$ cat config.mk
export PLATFORM = sky130hd
export DESIGN_NAME = bp_lce_req_stream_buffer_flat
export DESIGN_NICKNAME = d
export VERILOG_FILES = /design/src/rtl/bp_lce_req_stream_buffer_if.sv /design/src/rtl/bp_lce_req_stream_buffer.sv /design/src/flat_wrapper.sv
export SDC_FILE = /design/constraint.sdc
export NUM_CORES = 1
export LEC_CHECK = 0
export ABC_AREA = 1
export CAP_MARGIN = 20
export CORE_ASPECT_RATIO = 1.1
export CORE_MARGIN = 2
export CORE_UTILIZATION = 30
export CTS_CLUSTER_DIAMETER = 120
export DETAILED_ROUTE_END_ITERATION = 10
export GPL_TIMING_DRIVEN = 0
export SLEW_MARGIN = 20
export SYNTH_ARGS = -nofsm -noshare
export SYNTH_HDL_FRONTEND = slang
export SYNTH_SLANG_ARGS = --single-unit
$ cat constraint.sdc
create_clock -name clk_i -period 67.6 [get_ports clk_i]
set_clock_uncertainty 0.2 [all_clocks]
set_input_delay 10.14 -clock clk_i [delete_from_list [all_inputs] [get_ports clk_i]]
set_output_delay 10.14 -clock clk_i [all_outputs]
set_load 0.05 [all_outputs]
$ cat src/rtl/bp_lce_req_stream_buffer_if.sv
// rtl/bp_lce_req_stream_buffer_if.sv - request-in / header-and-beat-out bundle for the LCE request stream buffer
interface bp_lce_req_stream_buffer_if
  #(parameter int header_width_p = 128
   ,parameter int data_width_p   = 512
   ,parameter int beat_width_p   = 64
   ,parameter int lg_beats_lp    = $clog2(data_width_p / beat_width_p + 1)
   );

  logic [header_width_p-1:0] lce_req_header_i;
  logic [data_width_p-1:0]   lce_req_data_i;
  logic [lg_beats_lp-1:0]    lce_req_beats_i;
  logic                      lce_req_v_i;
  logic                      lce_req_ready_then_o;

  logic [header_width_p-1:0] header_o;
  logic                      header_v_o;
  logic                      header_yumi_i;

  logic [beat_width_p-1:0]   data_o;
  logic                      data_v_o;
  logic                      data_last_o;
  logic                      data_yumi_i;

  // master: request producer and stream consumer; slave: the buffer itself
  modport master
    (output lce_req_header_i, lce_req_data_i, lce_req_beats_i, lce_req_v_i
    ,input  lce_req_ready_then_o
    ,input  header_o, header_v_o
    ,output header_yumi_i
    ,input  data_o, data_v_o, data_last_o
    ,output data_yumi_i
    );

  modport slave
    (input  lce_req_header_i, lce_req_data_i, lce_req_beats_i, lce_req_v_i
    ,output lce_req_ready_then_o
    ,output header_o, header_v_o
    ,input  header_yumi_i
    ,output data_o, data_v_o, data_last_o
    ,input  data_yumi_i
    );

endinterface

$ cat src/rtl/bp_lce_req_stream_buffer.sv
// rtl/bp_lce_req_stream_buffer.sv - whole-message LCE request buffer emitting a header then link-width data beats
module bp_lce_req_stream_buffer
  #(parameter int header_width_p = 128
   ,parameter int data_width_p   = 512
   ,parameter int beat_width_p   = 64
   ,parameter int els_p          = 2
   ,localparam int beats_lp      = data_width_p / beat_width_p
   ,localparam int lg_beats_lp   = $clog2(beats_lp + 1)
   )
  (input logic clk_i
  ,input logic reset_i
  ,bp_lce_req_stream_buffer_if.slave lce_req_if
  );

  localparam int lg_cnt_lp = (beats_lp > 1) ? $clog2(beats_lp) : 1;
  localparam int lg_els_lp = (els_p > 1) ? $clog2(els_p) : 1;
  localparam int lg_occ_lp = $clog2(els_p + 1);

  typedef enum logic {e_header, e_data} state_e;
  state_e state_r, state_n;

  logic [header_width_p-1:0]               header_mem [els_p];
  logic [beats_lp-1:0][beat_width_p-1:0]   data_mem   [els_p];
  logic [lg_beats_lp-1:0]                  beats_mem  [els_p];

  logic [lg_els_lp-1:0] wptr_r, rptr_r;
  logic [lg_occ_lp-1:0] occ_r;
  logic [lg_cnt_lp-1:0] beat_cnt_r, beat_cnt_n;
  logic [lg_beats_lp-1:0] head_beats;
  logic enq, deq, empty, full, last_beat;
  logic header_v, data_v, data_last;

  assign empty      = (occ_r == '0);
  assign full       = (occ_r == lg_occ_lp'(els_p));
  assign enq        = lce_req_if.lce_req_v_i & ~full;
  assign head_beats = beats_mem[rptr_r];
  assign last_beat  = (lg_beats_lp'(beat_cnt_r) == head_beats - lg_beats_lp'(1));

  assign lce_req_if.lce_req_ready_then_o = ~full;
  assign lce_req_if.header_o    = header_mem[rptr_r];
  assign lce_req_if.header_v_o  = header_v;
  assign lce_req_if.data_o      = data_mem[rptr_r][beat_cnt_r];
  assign lce_req_if.data_v_o    = data_v;
  assign lce_req_if.data_last_o = data_last;

  always_comb begin
    state_n    = state_r;
    beat_cnt_n = beat_cnt_r;
    deq        = 1'b0;
    header_v   = 1'b0;
    data_v     = 1'b0;
    data_last  = 1'b0;
    unique case (state_r)
      e_header: begin
        header_v = ~empty;
        if (lce_req_if.header_yumi_i & ~empty) begin
          if (head_beats == '0) begin
            deq = 1'b1;
          end else begin
            state_n    = e_data;
            beat_cnt_n = '0;
          end
        end
      end
      e_data: begin
        data_v    = 1'b1;
        data_last = last_beat;
        if (lce_req_if.data_yumi_i) begin
          if (last_beat) begin
            deq        = 1'b1;
            beat_cnt_n = '0;
            state_n    = e_header;
          end else begin
            beat_cnt_n = beat_cnt_r + lg_cnt_lp'(1);
          end
        end
      end
      default: ;
    endcase
  end

  always_ff @(posedge clk_i) begin
    if (reset_i) begin
      state_r    <= e_header;
      beat_cnt_r <= '0;
      wptr_r     <= '0;
      rptr_r     <= '0;
      occ_r      <= '0;
    end else begin
      state_r    <= state_n;
      beat_cnt_r <= beat_cnt_n;
      if (enq)
        wptr_r <= (wptr_r == lg_els_lp'(els_p - 1)) ? '0 : wptr_r + lg_els_lp'(1);
      if (deq)
        rptr_r <= (rptr_r == lg_els_lp'(els_p - 1)) ? '0 : rptr_r + lg_els_lp'(1);
      if (enq & ~deq)
        occ_r <= occ_r + lg_occ_lp'(1);
      else if (~enq & deq)
        occ_r <= occ_r - lg_occ_lp'(1);
    end
  end

  // Payload storage needs no reset; occupancy alone decides what is valid.
  always_ff @(posedge clk_i) begin
    if (enq) begin
      header_mem[wptr_r] <= lce_req_if.lce_req_header_i;
      data_mem[wptr_r]   <= lce_req_if.lce_req_data_i;
      beats_mem[wptr_r]  <= lce_req_if.lce_req_beats_i;
    end
  end

  always_ff @(posedge clk_i) begin
    if (!reset_i) begin
      assert (!(lce_req_if.lce_req_v_i && full));
      assert (!lce_req_if.lce_req_v_i || (lce_req_if.lce_req_beats_i <= lg_beats_lp'(beats_lp)));
      assert (!lce_req_if.header_yumi_i || header_v);
      assert (!lce_req_if.data_yumi_i || data_v);
    end
  end

endmodule

$ cat src/flat_wrapper.sv
// flat-port wrapper written by rule: the top's interface ports become plain ports
module bp_lce_req_stream_buffer_flat 
#(parameter int header_width_p = 128
   ,parameter int data_width_p   = 512
   ,parameter int beat_width_p   = 64
   ,parameter int els_p          = 2
   ,localparam int beats_lp      = data_width_p / beat_width_p
   ,localparam int lg_beats_lp   = $clog2(beats_lp + 1)
   )
  (clk_i, reset_i, lce_req_if_lce_req_header_i, lce_req_if_lce_req_data_i, lce_req_if_lce_req_beats_i, lce_req_if_lce_req_v_i, lce_req_if_lce_req_ready_then_o, lce_req_if_header_o, lce_req_if_header_v_o, lce_req_if_header_yumi_i, lce_req_if_data_o, lce_req_if_data_v_o, lce_req_if_data_last_o, lce_req_if_data_yumi_i);
  bp_lce_req_stream_buffer_if #(.header_width_p(header_width_p), .data_width_p(data_width_p), .beat_width_p(beat_width_p)) lce_req_if_i ();
  input logic clk_i;
  input logic reset_i;
  input wire logic [$bits(lce_req_if_i.lce_req_header_i)-1:0] lce_req_if_lce_req_header_i;
  input wire logic [$bits(lce_req_if_i.lce_req_data_i)-1:0] lce_req_if_lce_req_data_i;
  input wire logic [$bits(lce_req_if_i.lce_req_beats_i)-1:0] lce_req_if_lce_req_beats_i;
  input wire logic [$bits(lce_req_if_i.lce_req_v_i)-1:0] lce_req_if_lce_req_v_i;
  output wire logic [$bits(lce_req_if_i.lce_req_ready_then_o)-1:0] lce_req_if_lce_req_ready_then_o;
  output wire logic [$bits(lce_req_if_i.header_o)-1:0] lce_req_if_header_o;
  output wire logic [$bits(lce_req_if_i.header_v_o)-1:0] lce_req_if_header_v_o;
  input wire logic [$bits(lce_req_if_i.header_yumi_i)-1:0] lce_req_if_header_yumi_i;
  output wire logic [$bits(lce_req_if_i.data_o)-1:0] lce_req_if_data_o;
  output wire logic [$bits(lce_req_if_i.data_v_o)-1:0] lce_req_if_data_v_o;
  output wire logic [$bits(lce_req_if_i.data_last_o)-1:0] lce_req_if_data_last_o;
  input wire logic [$bits(lce_req_if_i.data_yumi_i)-1:0] lce_req_if_data_yumi_i;
  assign lce_req_if_i.lce_req_header_i = lce_req_if_lce_req_header_i;
  assign lce_req_if_i.lce_req_data_i = lce_req_if_lce_req_data_i;
  assign lce_req_if_i.lce_req_beats_i = lce_req_if_lce_req_beats_i;
  assign lce_req_if_i.lce_req_v_i = lce_req_if_lce_req_v_i;
  assign lce_req_if_lce_req_ready_then_o = lce_req_if_i.lce_req_ready_then_o;
  assign lce_req_if_header_o = lce_req_if_i.header_o;
  assign lce_req_if_header_v_o = lce_req_if_i.header_v_o;
  assign lce_req_if_i.header_yumi_i = lce_req_if_header_yumi_i;
  assign lce_req_if_data_o = lce_req_if_i.data_o;
  assign lce_req_if_data_v_o = lce_req_if_i.data_v_o;
  assign lce_req_if_data_last_o = lce_req_if_i.data_last_o;
  assign lce_req_if_i.data_yumi_i = lce_req_if_data_yumi_i;
  bp_lce_req_stream_buffer #(.header_width_p(header_width_p), .data_width_p(data_width_p), .beat_width_p(beat_width_p), .els_p(els_p)) u_core (.clk_i(clk_i), .reset_i(reset_i), .lce_req_if(lce_req_if_i));
endmodule
# Yosys cells after proc, flatten, opt, wreduce, memory -nomap -nowiden
# Memories as Yosys holds them, arrays and structs flattened. A register that Yosys moved wholly into a read port is not among the register bits.
# Cells that the tools add are included.
[word_totals]
regBits = 8
ramBits = 1288
output_inout_bits = 196
wordCells = 65
n_memories = 3
[memory_table]
columns = ["memory", "depth", "word_bits", "rd", "rd_ports_with_merged_regs", "write_ports", "line", "source"]
rows = [
  ["u_core.data_mem", 2, 512, 1, 1, 1, "bp_lce_req_stream_buffer.sv:23", "logic [beats_lp-1:0][beat_width_p-1:0] data_mem [els_p];"],
  ["u_core.header_mem", 2, 128, 1, 1, 1, "bp_lce_req_stream_buffer.sv:22", "logic [header_width_p-1:0] header_mem [els_p];"],
  ["u_core.beats_mem", 2, 4, 1, 1, 1, "bp_lce_req_stream_buffer.sv:24", "logic [lg_beats_lp-1:0] beats_mem [els_p];"],
]
[classes]
n_addsub = 6
magnitude_cmp = 1
n_eq_ne = 5
n_mux = 32
bitwise_logic = 9
n_reduce_logical = 4
[op_table]
columns = ["op", "n"]
rows = [
  ["binary-select mux 64 bit (select 3 bit)", 1],
  ["two-way mux 64 bit", 1],
  ["two-way mux 1 bit", 21],
  ["two-way mux 3 bit", 4],
  ["one-hot mux 3 bit (2 select lines)", 1],
  ["inverter 1 bit", 5],
  ["bitwise AND 1 bit", 4],
  ["== test 3 x 4 -> 1 bit", 1],
  ["logical NOT 4 bit", 1],
  ["< comparator 3 x 4 -> 1 bit (second input constant)", 1],
  ["two-way mux 2 bit", 2],
  ["inequality test 2 bit (second input constant)", 2],
  ["one-hot mux 1 bit (2 select lines)", 2],
  ["subtractor 4 x 1 -> 4 bit (second input constant)", 1],
  ["adder 3 x 1 -> 3 bit (second input constant)", 1],
  ["AND reduction 3 bit", 1],
  ["adder 1 bit (second input constant)", 2],
  ["adder 2 x 1 -> 2 bit (second input constant)", 1],
  ["== test 2 bit (second input constant)", 1],
  ["logical NOT 2 bit", 1],
  ["inequality test 2 x 1 -> 1 bit (second input constant)", 1],
  ["nonzero test 2 bit", 1],
  ["subtractor 2 x 1 -> 2 bit (second input constant)", 1],
]

# Depth between registers and ports, before layout
[logic_depth]
depth_word = 8
mapped_depth = 19
mapped_depth_nobuf = 18

# Worst setup path before layout
# No wires, ideal clock.
[synth_path]
kind = "input to register"
startpoint = "in lce_req_if_lce_req_v_i"
endpoint = "mem u_core.beats_mem[1][0] (netlist bit), enable pin"
setup_time_ns = 1.673
t_arrival_ns = 36.893
required_ns = 65.727
path_slack_ns = 28.834
cell_stages = 2
path_cell_list = "nand2_1 > nor2_1"
[synth_between]
elab_chain_cells = 3
[synth_lines]
columns = ["element", "line", "source"]
rows = [
  ["from (decl)", "flat_wrapper.sv:17", "input wire logic [$bits(lce_req_if_i.lce_req_v_i)-1:0] lce_req_if_lce_req_v_i;"],
  ["bitwise AND 1 bit", "bp_lce_req_stream_buffer.sv:35", "assign enq = lce_req_if.lce_req_v_i & ~full;"],
  ["two-way mux 1 bit", "bp_lce_req_stream_buffer.sv:105", "if (enq) begin"],
  ["two-way mux 1 bit (implied by the code)", "bp_lce_req_stream_buffer.sv:108", "beats_mem[wptr_r] <= lce_req_if.lce_req_beats_i;"],
  ["to (decl)", "bp_lce_req_stream_buffer.sv:24", ""],
]
# Every way passes these cells.

# Worst setup path after layout
[layout_path]
startpoint = "reg u_core.beat_cnt_r[0]"
endpoint = "out lce_req_if_data_o[46]"
[layout_between]
elab_chain_cells = 2
[layout_lines]
columns = ["element", "line", "source"]
rows = [
  ["from (decl)", "bp_lce_req_stream_buffer.sv:28", "logic [lg_cnt_lp-1:0] beat_cnt_r, beat_cnt_n;"],
  ["from (signal assigned)", "bp_lce_req_stream_buffer.sv:91", "beat_cnt_r <= beat_cnt_n;"],
  ["binary-select mux 64 bit (select 3 bit)", "bp_lce_req_stream_buffer.sv:42", "assign lce_req_if.data_o = data_mem[rptr_r][beat_cnt_r];"],
  ["two-way mux 64 bit (implied by the code)", "bp_lce_req_stream_buffer.sv:42", ""],
  ["to (decl)", "flat_wrapper.sv:22", "output wire logic [$bits(lce_req_if_i.data_o)-1:0] lce_req_if_data_o;"],
]
# Every way passes these cells. The select of a mux whose other input is x is not followed.

==> impl_metrics.yaml <==
run_status:
  status: "finished clean"
pwr:
  vdd_drop_max_uv: 25.2
  internal_power_mw: 1.50
  clkPwrFrac_pct: 38.6
  p_leak_nw: 22.8
  pwr-share-seq_pct: 47.8
  swShare_pct: 25.8
  totalPowerFinal_mw: 2.02
  p_comb_share_pct: 13.5
  power_switching_mw: 0.522
  power.density_mw_per_mm2: 30.1
worst_setup_path:
  cp.arrival_ns: 4.98
  worst-r2r-setup-slack_ns: 64.11
  required_ns: 57.26
  critPathKind: "reg -> out"
  worstReg2RegEnd: "u_core.data_mem[1][6]"
  r2r_cells: 12
  worstReg2RegStart: "u_core.occ_r[0]"
  start_kind: "flip-flop"
  cp-end-kind: "output pin"
  path_max_fanout: 10
yosys:
  yosys-top-cells-count: "edfxtp_1, nor2_1, nand2_1, o21ai_0, o221ai_1"
  async_reset_ff_share_pct: 0
  synth_area_leaders: "edfxtp_1, o21ai_0, nor2_1"
  synth_edf_count: 1288
  yosys.area.top_type: "edfxtp_1"
  yosys_warnings: 0
  avgSynthCellArea_um2: 14.2
  syn_inst: 3492
  yosysMostFrequentCell: "edfxtp_1"
  syn-num-nets: 4144
  synth-seq-cells: 1297
  yosysSeqAreaShare_pct: 78.5
  synth_top_area_share_pct: 78.2
  ys.flop_type: "edfxtp_1"
  synth_area_mm2: 0.0495
  synthDistinctLibCells: 29
floorplan:
  ios: 845
  die_x_um: 391
  start_util_pct: 30.1
  chipHeight_um: 430
  core-area_mm2: 0.164
  die-area_mm2: 0.168
  row_count: 156
clock_tree:
  cts_resized: 0
  clkSinkCount: 1297
  cts.hold.buffers_added: 0
  clock_latency_ns: 0.80
  cts_tree: "yes"
  postCtsSetupRepairBufs: 0
  cts.path.max_buffers: 3
  ctsHtreeMaxLevel: 4
  cts_buffers: 142
  clockRootBuffer: "clkbuf_16"
  clkSlewWorstSetupHoldPaths_ns: 0.06
grt:
  grt_max_degree: 26
  grt_util_all_layers_pct: 23.4
  first_global_vias: 34600
  grt_pass1_wl_um: 271000
  grt-ovfl-total: 0
  antenna_found_initial: 88
place:
  io_buffers: 844
  place_hpwl_um: 151000
  routabilityCongestion: 0.855
drt:
  vias: 35000
  dr.pass1.iters: 6
  antenna_left: 0
  drtIter0Drc: 3597
  via_per_inst: 5.07
  wirelength_um: 201000
  drc: 0
  wl_per_cell_um: 29.1
hold_path:
  hp-start: "u_core.occ_r[1]"
  min_path_type: "reg -> reg"
  min_path_cells: 2
  hold-path-endpoint: "u_core.occ_r[1]"
sta:
  fin_crit_sh_pct: 22.7
  tns_ns: 0
  slew_headroom_pct: 21.7
  maxSlewViolCount: 0
  period_needed_ns: 15.32
  setup_violations: 0
  rsz0062_at_grt: "no"
  fmax_mhz: 65.3
  tightest_slew_ns: 1.17
  hold_viol: 0
final_layout:
  final_layout_size_suffix_gt1_share_pct: 8.84
  nets: 5202
  area.growth.synth_to_final_pct: 35.7
  n_fill_cell: 15100
flow_run:
  maxCapViolCount: 0
[cells by family (layout without fill, tap and decap cells)]
logic type | Yosys count | count (layout) | synth area share, %
AOI/OAI and AO/OA | 851 | 851 | 10.6
buffers and inverters | 263 | 1433 | 2.39
and+or+nand+nor | 1077 | 1077 | 8.42
DFF | 1297 | 1297 | 78.5
other | 0 | 40 | 0
adders and majority gates | 3 | 3 | 0.0759
xor gates and xnor gates | 1 | 1 | 0.0177
[power by group through the flow]
stage / logic (mW) / clock network, mW / registers (mW)
global placement: 0.250 / 0 / 1.10
detailed placement: 0.275 / 0 / 0.983
floorplan: 0.121 / 0 / 1.05
finish: 0.273 / 0.781 / 0.967
CTS: 0.276 / 0.794 / 0.967
global route: 0.288 / 0.823 / 0.971
[registers in the layout, summed over array words and instances (netlist names), named ones only]
register and count:
u_core.beats_mem 8, u_core.beat_cnt_r 3, u_core.occ_r 2, u_core.state_r 1, u_core.data_mem 1024, u_core.wptr_r 1, u_core.rptr_r 1, u_core.header_mem 256
[metrics by stage]
step	utilization, %	worst slack (ns)	cell area (um^2)	instances	hold slack (ns)
floorplan	-	28.83	49500	3492	0.261
global placement	37.0	10.80	60700	6548	0.281
detailed placement	38.0	53.10	62300	6617	0.293
CTS	40.8	52.17	67000	6873	0.303
global route	40.9	52.15	67100	6890	0.325
finish	40.9	52.28	67100	6914	0.316
[area by class of cell]
| type | instances | area [um^2] | share of cell area, % |
|---|---|---|---|
| Antenna cell | 40 | 100 | 0.149 |
| Multi-Input combinational cell | 1932 | 9450 | 14.1 |
| Tap cell | 2212 | 2770 | 4.12 |
| Inverter | 21 | 81.3 | 0.121 |
| Clock inverter | 83 | 950 | 1.41 |
| Timing Repair Buffer | 914 | 10100 | 15.0 |
| Clock buffer | 173 | 3710 | 5.53 |
| Buffer | 242 | 1110 | 1.65 |
| Sequential cell | 1297 | 38900 | 57.9 |
[worst max path at each step]
stage          slack, ns              startpoint  cells after the start                        to
2_1_floorplan      28.83  lce_req_if_lce_req_v_i                      2    u_core.beats_mem[1][0]
3_3_place_gp       10.80  lce_req_if_lce_req_v_i                      3  u_core.header_mem[1][29]
3_5_place_dp       53.10    u_core.beat_cnt_r[0]                      8     lce_req_if_data_o[46]
4_1_cts            52.17    u_core.beat_cnt_r[0]                      8     lce_req_if_data_o[46]
5_1_grt            52.15    u_core.beat_cnt_r[0]                      8     lce_req_if_data_o[44]
6_report           52.28    u_core.beat_cnt_r[0]                      8     lce_req_if_data_o[46]
[layer usage]
layer  vias up  GRT usage, %  share of wire, %
met5         -             0              0.26
met3       375          8.07                11
li1      15300             -                 -
met2      1847          38.3                48
met1     17400          27.6                37
met4        82          10.3               4.1
[critical path, cell delays in order, from the launching register on]
cell	delay [ns]
dfxtp_1	0.34
buf_2	0.21
buf_2	0.69
clkbuf_1	0.89
o21ai_0	0.21
o221ai_1	0.50
o211ai_1	0.16
nand2_1	0.27
clkdlybuf4s50_1	0.86
[cell usage in the layout (no fill, tap or decap), types with 2 or more instances in the layout]
cell type and count:
a21oi_1 10, buf_1 9, buf_12 33, buf_16 35, buf_2 115, buf_4 6, buf_6 5, bufinv_16 14
clkbuf_1 128, clkbuf_16 144, clkbuf_2 10, clkdlybuf4s50_1 844, clkinv_1 34, clkinv_16 4, clkinv_2 15, clkinv_4 4
clkinv_8 7, clkinvlp_4 2, dfxtp_1 9, diode_2 40, edfxtp_1 1288, ha_1 3, inv_1 16, inv_2 3
inv_6 3, nand2_1 474, nand2_2 3, nand3_1 69, nor2_1 523, nor2_2 2, nor2_4 2, o211ai_1 67
o21ai_0 444, o21ai_1 74, o221ai_1 189, o22ai_1 67
Power figures use the tool's default switching activity.
